--- src/rtl/xm_mem_interface.sv ---
// Bridges a single-cycle controller memory request onto a 16-bit ack-handshaked bus.
// Latches the request, drives byte lanes, waits for ack or timeout, then pulses memWr_o.
module xm_mem_interface #(
  parameter int unsigned WORD    = 16,
  parameter int unsigned TIMEOUT = 15
) (
  input  logic            clk_i,
  input  logic            arst_i,
  input  logic            memEn_i,
  input  logic            memRW_i,
  input  logic            byteOp_i,
  input  logic [WORD-1:0] adr_i,
  input  logic [WORD-1:0] wdata_i,
  output logic            memBusy_o,
  output logic            memWr_o,
  output logic [WORD-1:0] rdata_o,
  output logic            memErr_o,
  input  logic            errClr_i,
  output logic            bus_req_o,
  output logic            bus_we_o,
  output logic [WORD-1:0] bus_adr_o,
  output logic [1:0]      bus_be_o,
  output logic [WORD-1:0] bus_wdata_o,
  input  logic [WORD-1:0] bus_rdata_i,
  input  logic            bus_ack_i
);

  localparam int unsigned HALF  = WORD / 2;
  localparam int unsigned CNT_W = 8;

  typedef enum logic [1:0] {IDLE, REQ, DONE} state_t;

  state_t             state_q, state_d;
  logic [CNT_W-1:0]   cnt_q;
  logic               byte_q, lane_q;
  logic               accept_c, ack_hit_c, tmo_hit_c, set_err_c;
  logic [1:0]         be_c;
  logic [WORD-1:0]    wdata_c, rd_sel_c;

  // Next state plus request decode and lane steering
  always_comb begin
    state_d   = state_q;
    accept_c  = 1'b0;
    ack_hit_c = 1'b0;
    tmo_hit_c = 1'b0;
    be_c      = 2'b11;
    wdata_c   = wdata_i;
    rd_sel_c  = bus_rdata_i;

    case (state_q)
      IDLE: begin
        if (memEn_i) begin
          accept_c = 1'b1;
          state_d  = REQ;
        end
      end
      REQ: begin
        if (bus_ack_i) begin
          ack_hit_c = 1'b1;
          state_d   = DONE;
        end else if (CNT_W'(cnt_q + CNT_W'(1)) == CNT_W'(TIMEOUT)) begin
          tmo_hit_c = 1'b1;
          state_d   = DONE;
        end
      end
      DONE:    state_d = IDLE;
      default: state_d = IDLE;
    endcase

    if (byteOp_i) begin
      be_c    = adr_i[0] ? 2'b10 : 2'b01;
      wdata_c = adr_i[0] ? {wdata_i[HALF-1:0], HALF'(0)} : {HALF'(0), wdata_i[HALF-1:0]};
    end

    if (byte_q) begin
      rd_sel_c = lane_q ? {HALF'(0), bus_rdata_i[WORD-1:HALF]}
                        : {HALF'(0), bus_rdata_i[HALF-1:0]};
    end

    // Misaligned word access is flagged at accept; the access still goes out
    set_err_c = tmo_hit_c | (accept_c & ~byteOp_i & adr_i[0]);
  end

  always_ff @(posedge clk_i or negedge arst_i) begin
    if (!arst_i) begin
      state_q <= IDLE;
    end else begin
      state_q <= state_d;
    end
  end

  // Registered outputs and latched request fields
  always_ff @(posedge clk_i or negedge arst_i) begin
    if (!arst_i) begin
      cnt_q       <= '0;
      byte_q      <= 1'b0;
      lane_q      <= 1'b0;
      memBusy_o   <= 1'b0;
      memWr_o     <= 1'b0;
      rdata_o     <= '0;
      memErr_o    <= 1'b0;
      bus_req_o   <= 1'b0;
      bus_we_o    <= 1'b0;
      bus_adr_o   <= '0;
      bus_be_o    <= 2'b00;
      bus_wdata_o <= '0;
    end else begin
      memBusy_o <= (state_d == REQ);
      bus_req_o <= (state_d == REQ);
      memWr_o   <= (state_d == DONE);

      if (accept_c) begin
        cnt_q       <= '0;
        byte_q      <= byteOp_i;
        lane_q      <= adr_i[0];
        bus_we_o    <= memRW_i;
        bus_adr_o   <= {adr_i[WORD-1:1], 1'b0};
        bus_be_o    <= be_c;
        bus_wdata_o <= wdata_c;
      end else if (state_q == REQ) begin
        cnt_q <= CNT_W'(cnt_q + CNT_W'(1));
        if (state_d != REQ) begin
          bus_we_o    <= 1'b0;
          bus_adr_o   <= '0;
          bus_be_o    <= 2'b00;
          bus_wdata_o <= '0;
        end
      end

      if (ack_hit_c) begin
        rdata_o <= bus_we_o ? '0 : rd_sel_c;
      end else if (tmo_hit_c) begin
        rdata_o <= '0;
      end

      // A new error in the same cycle as a clear keeps the flag set
      if (set_err_c) begin
        memErr_o <= 1'b1;
      end else if (errClr_i) begin
        memErr_o <= 1'b0;
      end
    end
  end

endmodule

--- config.mk ---
export PLATFORM = sky130hd
export DESIGN_NAME = xm_mem_interface
export DESIGN_NICKNAME = d
export VERILOG_FILES = /design/src/rtl/xm_mem_interface.sv
export SDC_FILE = /design/constraint.sdc
export NUM_CORES = 1
export LEC_CHECK = 0
export BUFFER_PORTS_ARGS = -buffer_cell sky130_fd_sc_hd__buf_2
export CAP_MARGIN = 20
export CORE_MARGIN = 4
export CORE_UTILIZATION = 45
export DETAILED_ROUTE_END_ITERATION = 16
export HOLD_SLACK_MARGIN = 0.03
export PLACE_DENSITY = 0.77
export REMOVE_ABC_BUFFERS = 1
export SETUP_SLACK_MARGIN = 0.4
export SYNTH_ARGS = -nofsm -noshare
export SYNTH_HDL_FRONTEND = slang
export SYNTH_SLANG_ARGS = --single-unit
--- constraint.sdc ---
create_clock -name clk_i -period 3.3 [get_ports clk_i]
set_input_delay 0.66 -clock clk_i [delete_from_list [all_inputs] [get_ports clk_i]]
set_output_delay 0.66 -clock clk_i [all_outputs]
set_load 0.05 [all_outputs]
## After elaboration in Yosys (flattened, before gate mapping)

Index checks and enable logic that the tools add are counted.

- Output and inout bits: 55
- Register bits after elaboration: 66

- Reduce and logical (&&, ||, !) cells: 6
- $add $sub $neg: 1
- Bitwise gates (word level): 4
- Mux-type cells: 34
- Equal/unequal tests: 5

Operators with widths:

| cell | count |
|---|---|
| 16-bit two-way mux | 10 |
| 8-bit two-way mux | 3 |
| 2-bit two-way mux | 8 |
| 1-bit two-way mux | 12 |
| 8-bit by 1-bit adder with 8-bit output, second input constant | 1 |
| 8-bit by 4-bit equality test with 1-bit output, second input constant | 1 |
| 2-bit nonzero test | 4 |
| 2-bit by 1-bit equality test with 1-bit output, second input constant | 2 |
| 2-bit case mux with 2 select lines | 1 |
| 1-bit bitwise AND | 2 |
| 2-bit equality test, second input constant | 1 |
| 2-bit logical NOT | 1 |
| 2-bit by 1-bit inequality test with 1-bit output, second input constant | 1 |
| 2-bit AND reduction | 1 |
| 1-bit inverter | 1 |
| 1-bit bitwise OR | 1 |

## Logic depth before layout (Yosys ltp)

Gate-level depths: netlist (run 1).

- Depth in word-level cells: 9
- Depth in mapped cells: 7
- Mapped depth without buffers: 6

## Least setup slack after synthesis (run 1)

Ideal clock, no wire load.

- Path type: reg-to-reg
- From: reg cnt_q[0]
- To: reg bus_wdata_o[4]
- Cell stages (with the launch flop): 8
- Buffers on the path: 1
- Clock period less this slack: 1.948 ns
- Arrival time: 1.827 ns
- Path slack: 1.352 ns
- Library setup time: 0.121 ns
- Cell sequence: dfrtp_1 -> ha_1 -> nand3_1 -> nor3_1 -> nor4b_4 -> a31oi_4 -> buf_2 -> a22o_1

- Cells in the longest elaborated chain, start to end: 8

Ends and longest elaborated chain:

| element | line | source |
|---|---|---|
| start, declared | 34 | `logic [CNT_W-1:0] cnt_q;` |
| start signal, assigned | 121 | `cnt_q <= CNT_W'(cnt_q + CNT_W'(1));` |
| 8-bit by 1-bit adder with 8-bit output | 61 | `end else if (CNT_W'(cnt_q + CNT_W'(1)) == CNT_W'(TIMEOUT)) begin` |
| 8-bit by 4-bit equality test with 1-bit output | 61 |  |
| 2-bit two-way mux | 61 |  |
| 2-bit two-way mux | 58 | `if (bus_ack_i) begin` |
| 2-bit case mux with 2 select lines | 50 | `case (state_q)` |
| 2-bit by 1-bit inequality test with 1-bit output | 122 | `if (state_d != REQ) begin` |
| 2-bit nonzero test (no source line) | - |  |
| 2-bit AND reduction (no source line) | - |  |
| end signal, assigned | 119 | `bus_wdata_o <= wdata_c;` |
| end, declared | 23 | `output logic [WORD-1:0] bus_wdata_o,` |

Every way passes these cells.
A chain may end at the register's enable or synchronous reset.

## Worst setup path after layout (run 1)

- From: reg cnt_q[1]
- To: reg rdata_o[9]

- Cells in the longest elaborated chain, start to end: 6

Ends and longest elaborated chain:

| element | line | source |
|---|---|---|
| 8-bit by 1-bit adder with 8-bit output | 61 |  |
| 8-bit by 4-bit equality test with 1-bit output | 61 |  |
| 1-bit two-way mux | 61 |  |
| 1-bit two-way mux | 58 |  |
| 1-bit two-way mux | 50 |  |
| 2-bit nonzero test (no source line) | - |  |
| end signal, assigned | 131 | `rdata_o <= bus_we_o ? '0 : rd_sel_c;` |
| end, declared | 16 | `output logic [WORD-1:0] rdata_o,` |

Every way passes these cells.

==> results of run 1 <==
==> cell families (layout without fill, tap and decap cells) <==
group                    Yosys count  after routing  synth area share, %
flip-flops                        65             65                 59.6
buffers and inverters             19            135                 3.16
AO/OA/AOI/OAI                     81             81                 23.7
multiplexers                       8              8                 2.93
other                              1              1                0.137
AND/OR/NAND/NOR                   45             45                 8.62
adder cells (fa/ha/maj)            2              2                0.916
XOR/XNOR                           3              3                0.963
==> state kept, by name (all words and copies together), names as in the netlist, 2 cells and up <==
name / cells
bus_adr_o: 15
bus_be_o: 2
bus_wdata_o: 16
cnt_q: 8
rdata_o: 16
state_q: 2
==> metal layers <==
layer | vias up | global-route usage (%)
met5 | - | 0
met4 | 0 | 8.63
met3 | 8 | 3.75
met2 | 72 | 30.0
met1 | 1094 | 24.2
li1 | 1055 | -
==> cells in the final DEF (no fill, tap or decap) <==
cell	n
a22oi_1	8
clkbuf_8	10
nor4b_4	1
nand3b_1	1
nor2b_1	2
nand4_1	1
a21o_1	3
a21oi_1	1
nor3b_1	1
and2_1	3
nor2_1	10
clkinv_4	2
inv_6	1
o21ai_0	15
clkinv_2	2
nor3_1	2
dfrtp_1	65
nand2_1	12
and4_1	1
nand3_1	9
a32oi_1	1
a31oi_4	1
buf_12	1
mux2i_1	8
inv_1	5
ha_1	2
o2bb2ai_1	16
a21bo_2	1
bufinv_16	1
o21a_1	1
a22o_1	32
buf_2	108
o31ai_1	1
conb_1	1
xor2_1	3
nand2b_1	2
a21oi_2	1
buf_4	5
==> final timing paths <==
check | endpoint | slack (ns) | cells past startpoint
worst max-delay path | rdata_o[9] | 0.95 | 6
worst min-delay path | rdata_o[15] | 0.13 | 1
worst max register to register | rdata_o[9] | 0.95 | 6
worst min register to register | bus_be_o[0] | 0.47 | 1
max in group asynchronous | bus_wdata_o[1] | 2.51 | 3
min in group clk_i | bus_be_o[0] | 0.47 | 1
==> where the power goes <==
| part | switching (mW) | total [mW] | internal [mW] |
|---|---|---|---|
| logic | 1.38 | 1.86 | 0.477 |
| clock network | 0.312 | 0.684 | 0.372 |
| registers | 0.180 | 1.27 | 1.09 |
==> through the flow <==
stage                     cells  setup WS, ns  area (µm²)
after floorplan             210          1.23        2660
after global placement      398          1.04        3330
after detailed placement    398         0.973        3330
after CTS                   414         0.953        3540
after global routing        415         0.767        3560
final                       415         0.946        3560
==> layout make-up <==
| type | count | area (µm²) |
|---|---|---|
| Fill cell | 488 | 2360 |
| Sequential cell | 65 | 1630 |
| Multi-Input combinational cell | 140 | 1020 |
| Timing Repair Buffer | 114 | 598 |
| Clock buffer | 10 | 138 |
| Tap cell | 75 | 93.8 |
| Clock inverter | 6 | 66.3 |
| Inverter | 5 | 18.8 |
==> flow_summary.toml, run 1 <==
[status]
status = "finished, final reports clean"

[sta]
rsz0062_at_grt = "false"
setup_tns_ns = 0
worst_slew_pin_slew_ns = 0.790
max_freq_mhz = 425
fin_crit_ns = 2.35
whs_ns = 0.128
finClkSkew_ns = 0.0109
setup_viol = 0
hold_violations = 0
post-route-period-util_pct = 71.3
slew_headroom_pct = 47.3
final_max_slew_viol_count = 0

[clock_network]
clk_latency_ns = 0.34
cts_made_buffers = 9
post_cts_buffers = 0
cts_tree = "yes"
postCtsHoldBufs = 0
clkTransAtPathRegs_ns = 0.08
cts_htree_levels = 3
cts-root-buf = "clkbuf_8"
cts.path.max_buffers = 2
cts_resized = 0
cts_sinks = 65

[placement]
detailed_place_hpwl_mm = 4.68
place_congestion = 0.782
io_buffers = 108

[yosys]
synthArstFlopShare_pct = 100
post-synth-top-count-cell = "dfrtp_1"
yosys_register_bits = 65
synth_enable_flop_cells = 0
synth_top_cell_by_area = "dfrtp_1"
synth.avg_cell_area_um2 = 12.2
synth_top_cells_by_count = "dfrtp_1, a22o_1, o2bb2ai_1, o21ai_0, nand2_1"
synth_area_leaders = "dfrtp_1, a22o_1, o2bb2ai_1"
synthCells = 224
netlist_area_um2 = 2730
synth-seq-area-share_pct = 59.6
yosysWarnings = 0
synthFlopType = "dfrtp_1"
synth.distinct_cells = 34
synth.top_cell.area_share_pct = 59.6

[global_routing]
grt_pass1_vias = 2249
grt_pass1_wl_mm = 10.7
grt.overflow.total = 0
groute.usage.overall_pct = 18.6
antenna_found_initial = 0
grt_max_degree = 46

[floorplanning]
die_x_um = 85.9
start_util_pct = 46.1
dieArea_um2 = 7380
pin_count = 110
rows = 28
die_h_um = 85.9
coreArea_um2 = 5920

[route]
met1_length_mm = 2.84
drc = 0
vias = 2229
highest_layer = "met4"
viasPerCell = 5.37
dr_wl_met3_um = 409
ant_nets = 0
routedWlPerCell_um = 15.9
wl_met2_mm = 3.27
routed_wl_mm = 6.60
first_pass_iters = 4
drtIter0Drc = 80

[setup_path]
critPathMaxFanout = 18
r2r_start = "cnt_q[1]"
cp-end-kind = "flip-flop"
crit_path_start = "cnt_q[1]"
cp_data_required_time_ns = 3.57
worstSetupPathType = "flip-flop to flip-flop"
cpPeakStageDelay_ns = 0.66
crit_buf_inv = 0
critPathArrivalTime_ns = 2.62
cpMaxStageDelayCell = "a21oi_2"
cp_top_family = "compound AO/OA/AOI/OAI gates"
start_kind = "flip-flop"
path_cells = "ha_1 -> nand3_1 -> nor3_1 -> nor4b_4 -> a21oi_2 -> a22o_1"

[pwr]
power.density_nw_per_um2 = 1070
p_leak_nw = 1.89
finalPower_mw = 3.81
ir_worst_vdd_uv = 721

[cells_and_area]
diodes = 0
layout.nets = 392
area_growth_pct = 30.3
utilization_pct = 60.1
drive_above_1_share_pct = 39.4

[worst_hold_path]
min_path_type = "input port to asynchronous set/reset pin"

[run]
maxCapViolations = 0
Note: power is estimated with default switching activity, not from simulation.
==> run 2, diff against run 1 <==
Settings changed: CORE_UTILIZATION 45 to 43.
Clock period 3.3 ns to 1.9 ns, I/O delays scaled along.
==> run 2 against run 1 <==
Against the previous run: the run now ends with negative setup slack left; hold slack got worse by 0.093 ns; setup slack got worse by 0.98 ns; largest cell class unchanged; critical path depth rose by 2; wire length rose by 6.7%; critical path type unchanged; non-clock buffer count rose by 17; combinational power rose by 94%; first-iteration DRC count fell by 3.8%; maximum frequency rose by 22%; clock skew rose by 0.00098 ns; critical endpoint is now bus_wdata_o[7]; sequential share of layout area fell by 4.1 points; via count rose by 4.9%; design area rose by 9.8%.
==> flow_summary.toml, run 2 (same netlist as run 1, synthesis figures left out) <==
[global_routing]
grt.overflow.total = 0
grt_pass1_vias = 2384
grt.busiest_layer = "met2"
grt_pass1_wl_mm = 11.1
grt_max_degree = 66
groute.usage.overall_pct = 18.6
grt_use_met1_pct = 24.3
globalRouteMet3Util_pct = 4.42
antenna_found_initial = 0
grtUsageMet2_pct = 29.9

[route]
first_pass_iters = 4
routed_wl_mm = 7.04
drc = 0
drtIter0Drc = 77
vias = 2338
ant_nets = 0
viasPerCell = 5.41
routedWlPerCell_um = 16.3

[floorplanning]
rows = 28
die_h_um = 87.7
dieArea_um2 = 7690
pin_count = 110
die_x_um = 87.7
start_util_pct = 45.3
coreArea_um2 = 6030

[setup_path]
start_kind = "flip-flop"
cp_data_required_time_ns = 2.11
path_cells = "ha_4 -> nand3_4 -> o21ai_2 -> nor4b_4 -> buf_4 -> a31oi_4 -> buf_12 -> a22o_1"
critPathArrivalTime_ns = 2.14
cpPeakStageDelay_ns = 0.41
critPathMaxFanout = 34
cp-end-kind = "flip-flop"
cpMaxStageDelayCell = "dfrtp_1"
worstSetupPathType = "flip-flop to flip-flop"

[placement]
place_congestion = 0.828
io_buffers = 108
pre_cts_slack_ns = -0.133
detailed_place_hpwl_mm = 4.74
placed_area_um2 = 3450

[worst_hold_path]
min_path_type = "input port to asynchronous set/reset pin"

[sta]
slew_headroom_pct = 55.8
fin_ws_ns = -0.0319
setup_tns_ns = -0.196
worst_slew_pin_slew_ns = 0.660
max_freq_mhz = 518
post-route-period-util_pct = 102
rsz0062_at_grt = "true"
hold_violations = 0
fin_crit_ns = 1.93
final_max_slew_viol_count = 0
finClkSkew_ns = 0.0118
setup_viol = 8

[pwr]
power.share.clock_pct = 15.8
internal_power_mw = 3.59
switching_share_pct = 48.4
netSwitchingPower_mw = 3.36
share_seq_of_total_power_pct = 32.4
pwr-share-comb_pct = 51.8
ir_worst_vdd_uv = 1230
p_leak_nw = 2.01
power.density_nw_per_um2 = 1780

[cells_and_area]
reg.largest.list = "bus_wdata_o (16), rdata_o (16), bus_adr_o (15)"
mostFrequentLayoutCell = "buf_2"
area_growth_pct = 43.1
layout.nets = 409
diodes = 0
regArea_um2 = 1630
multi_input_area_um2 = 1180
fillers = 475
layout_common_cells = "buf_2, dfrtp_1, a22o_1"
stdcell_area_um2 = 3910
drive_above_1_share_pct = 48.2

[clock_network]
cts_made_buffers = 9
cts_sinks = 65
clk_latency_ns = 0.33
cts_tree = "yes"
clkTransAtPathRegs_ns = 0.08
postCtsHoldBufs = 0
cts_htree_levels = 3
cts.path.max_buffers = 2
cts-root-buf = "clkbuf_8"

[status]
status = "finished with violations"
violations = "negative setup slack"

[run]
maxCapViolations = 0
-- run 2: cell types whose count changed in the layout (fill, tap and decap cells not counted), sizes merged --
cell	previous run	this run
buf	114	129
clkinvlp	0	1
inv	6	5
clkinv	4	3
clkbuf	10	13
-- run 2: final timing paths --
path	from	endpoint	slack, ns	cells after the start
setup / recovery	cnt_q[1]	bus_wdata_o[7]	-0.03	8
hold / removal	arst_i	memWr_o	0.04	2
setup reg to reg	cnt_q[1]	bus_wdata_o[7]	-0.03	8
hold reg to reg	bus_be_o[0]	bus_be_o[0]	0.48	1
max in group asynchronous	arst_i	cnt_q[2]	1.56	2
min in group clk_i	adr_i[14]	bus_adr_o[14]	0.27	2
-- run 2: area by class of cell --
cell class,instances,share of cell area [%]
Sequential cell,65,41.7
Inverter,5,0.480
Clock inverter,5,1.44
Multi-Input combinational cell,140,30.2
Timing Repair Buffer,131,20.5
Clock buffer,11,3.36
Tap cell,75,2.40
-- run 2: power groups by stage --
stage | clock network, mW | logic [mW] | registers [mW]
after detailed placement | 0 | 3.39 | 2.20
after global routing | 1.19 | 3.78 | 2.31
final | 1.10 | 3.60 | 2.25
after CTS | 1.12 | 3.53 | 2.23
after floorplan | 0 | 0.781 | 3.83
after global placement | 0 | 3.34 | 2.21
-- run 2: layer usage --
layer  vias up  share of wire [%]  wire [µm]
met5         -                  0          0
met3         8                7.0        494
met1      1142                 43       2990
met4         0                1.1         80
met2        94                 49       3470
li1       1094                  -          -
-- run 2: stage by stage --
step / util, % / instances / power, mW / hold WS (ns)
CTS: 63.4 / 431 / 6.87 / 0.0511
floorplan: - / 210 / 4.61 / 0.0844
global route: 64.8 / 432 / 7.27 / 0.0583
finish: 64.8 / 432 / 6.95 / 0.0351
detailed placement: 57.2 / 408 / 5.59 / 0.413
global placement: 57.2 / 408 / 5.55 / 0.414
-- run 2: timing repair --
action / in CTS / in global routing
pin swaps: 8 / 7
endpoints found under the setup margin: 55 / 55
setup buffers: 4 / 1
resized for setup: 20 / 18
gates cloned: 3 / 0
-- run 2: critical path: cells and delay by family (launching register included) --
| family | cells | cell delay (ns) |
|---|---|---|
| simple gates | 2 | 0.34 |
| fa+ha+maj | 1 | 0.19 |
| compound gates | 3 | 0.50 |
| buf+inv | 2 | 0.35 |
| flops | 1 | 0.41 |
==> run 3, diff against run 2 <==
Settings changed: CORE_UTILIZATION 43 to 45, SETUP_SLACK_MARGIN 0.4 to 0.5.
Clock period 1.9 ns to 2.14 ns, I/O delays scaled along.
==> run 3 against run 2 <==
Against the previous run: the flow now finishes without violations; wire length rose by 15%; via count is 4.1% higher; setup slack improved by 0.13 ns; cell count unchanged; clock-buffer cell count decreased by 1; critical path depth unchanged; critical path type unchanged.
==> flow_summary.toml, run 3 (same netlist as run 1, synthesis figures left out) <==
[status]
status = "finished, final reports clean"

[sta]
final_max_slew_viol_count = 0
rsz0062_at_grt = "true"
setup_viol = 0
worst_slew_pin_slew_ns = 0.654
setup_tns_ns = 0
post-route-period-util_pct = 95.5
max_freq_mhz = 489
slew_headroom_pct = 56.2
finClkSkew_ns = 0.00911
hold_violations = 0
fin_crit_ns = 2.04

[setup_path]
worstSetupPathType = "flip-flop to flip-flop"
cp-end-kind = "flip-flop"
critPathMaxFanout = 17
cp_data_required_time_ns = 2.37
cpPeakStageDelay_ns = 0.45
critPathArrivalTime_ns = 2.28
path_depth = 8
r2r_start = "cnt_q[0]"
crit_path_start = "cnt_q[0]"
rr_worst_depth = 8
start_kind = "flip-flop"
path_cells = "ha_4 -> xor2_2 -> nand3_2 -> nor4b_4 -> buf_4 -> a31oi_4 -> clkbuf_16 -> a21o_1"
cpMaxStageDelayCell = "dfrtp_2"
cp_top_family = "flip-flops"
crit_buf_inv = 2

[clock_network]
cts_sinks = 65
cts.path.max_buffers = 2
clk_latency_ns = 0.34
postCtsHoldBufs = 0
cts-root-buf = "clkbuf_8"
cts_made_buffers = 9
cts_htree_levels = 3
cts_tree = "yes"
clkTransAtPathRegs_ns = 0.07

[route]
vias = 2435
drtIter0Drc = 114
drc = 0
first_pass_iters = 4
viasPerCell = 5.64
ant_nets = 0
routedWlPerCell_um = 18.8
routed_wl_mm = 8.12

[cells_and_area]
layout_common_cells = "buf_2, dfrtp_1, a22o_1"
mostFrequentLayoutCell = "buf_2"
reg.largest.list = "bus_wdata_o (16), rdata_o (16), bus_adr_o (15)"
drive_above_1_share_pct = 49.9
finalNonFillerCells = 432
area_growth_pct = 44.6
diodes = 0
layout.nets = 409
fillers = 430

[floorplanning]
start_util_pct = 46.1
die_h_um = 85.9
coreArea_um2 = 5920
die_x_um = 85.9
dieArea_um2 = 7380
pin_count = 110
rows = 28

[global_routing]
antenna_found_initial = 0
grt_max_degree = 42
grt.overflow.total = 0
grt_pass1_wl_mm = 11.9
groute.usage.overall_pct = 20.8
grt_pass1_vias = 2398

[run]
maxCapViolations = 0

[pwr]
p_leak_nw = 2.04
power.density_nw_per_um2 = 1600
ir_worst_vdd_uv = 1080

[placement]
place_congestion = 0.790
detailed_place_hpwl_mm = 4.93
dpl.cell_count = 402
io_buffers = 108

[worst_hold_path]
min_path_type = "input port to asynchronous set/reset pin"
run 3: changes by cell type in the layout (fill, tap and decap cells not counted), moves of 2 or more:
| cell | previous run | this run |
|---|---|---|
| buf_6 | 4 | 2 |
| clkbuf_16 | 2 | 5 |
| clkinv_2 | 2 | 4 |
| dfrtp_1 | 64 | 61 |
| dfrtp_2 | 1 | 4 |
| o2bb2ai_1 | 11 | 8 |
| o2bb2ai_2 | 3 | 7 |
run 3: path summary, 6_finish.rpt:
path	slack (ns)	endpoint
worst max-delay path	0.1	bus_be_o[0]
worst min-delay path	0.07	rdata_o[13]
worst max register to register	0.1	bus_be_o[0]
worst min register to register	0.49	bus_be_o[0]
max in group asynchronous	1.43	cnt_q[0]
min in group clk_i	0.30	bus_adr_o[11]
run 3: per-stage QoR:
step | utilization (%) | power (mW) | instance area, µm² | hold slack (ns) | setup slack [ns]
2_1_floorplan | - | 4.09 | 2660 | 0.132 | 0.0697
3_3_place_gp | 57.5 | 4.90 | 3400 | 0.457 | 0.156
3_5_place_dp | 57.5 | 4.94 | 3400 | 0.462 | 0.0530
4_1_cts | 63.9 | 6.11 | 3780 | 0.0880 | 0.152
5_1_grt | 66.7 | 6.59 | 3950 | 0.124 | 0.0318
6_report | 66.7 | 6.33 | 3950 | 0.0699 | 0.0965
run 3: power breakdown:
group / total (mW) / internal [mW] / switching, mW
clock network: 1.01 / 0.532 / 0.477
logic: 3.30 / 1.02 / 2.28
registers: 2.02 / 1.69 / 0.328
run 3: what timing repair did:
| item | in CTS | in global routing |
|---|---|---|
| pin swaps | 9 | 19 |
| gates resized for setup | 12 | 31 |
| setup endpoints to repair | 55 | 56 |
| gates cloned | 3 | 2 |
| buffers inserted | 6 | 3 |
run 3: layer usage:
metal,global-route usage (%),routed length [µm],vias up
li1,-,-,1086
met1,27.7,3220,1227
met2,32.2,4210,102
met3,3.55,492,20
met4,11.7,201,0
met5,0,0,-
run 3: area by class of cell:
cell class                 instances  area, µm²  share of cell area (%)
clock inverter                     6       58.8                    1.49
tap                               75       93.8                    2.38
clock buffer                      10        128                    3.23
sequential                        65       1630                    41.3
inverter                           5       18.8                   0.475
multi-input combinational        140       1170                    29.7
timing repair buffer             131        846                    21.4
run 3: worst register-to-register path, stage by stage, from the launching register on:
cell	delay, ns
dfrtp_2	0.45
ha_4	0.20
xor2_2	0.18
nand3_2	0.13
nor4b_4	0.25
buf_4	0.17
a31oi_4	0.15
clkbuf_16	0.23
a21o_1	0.19
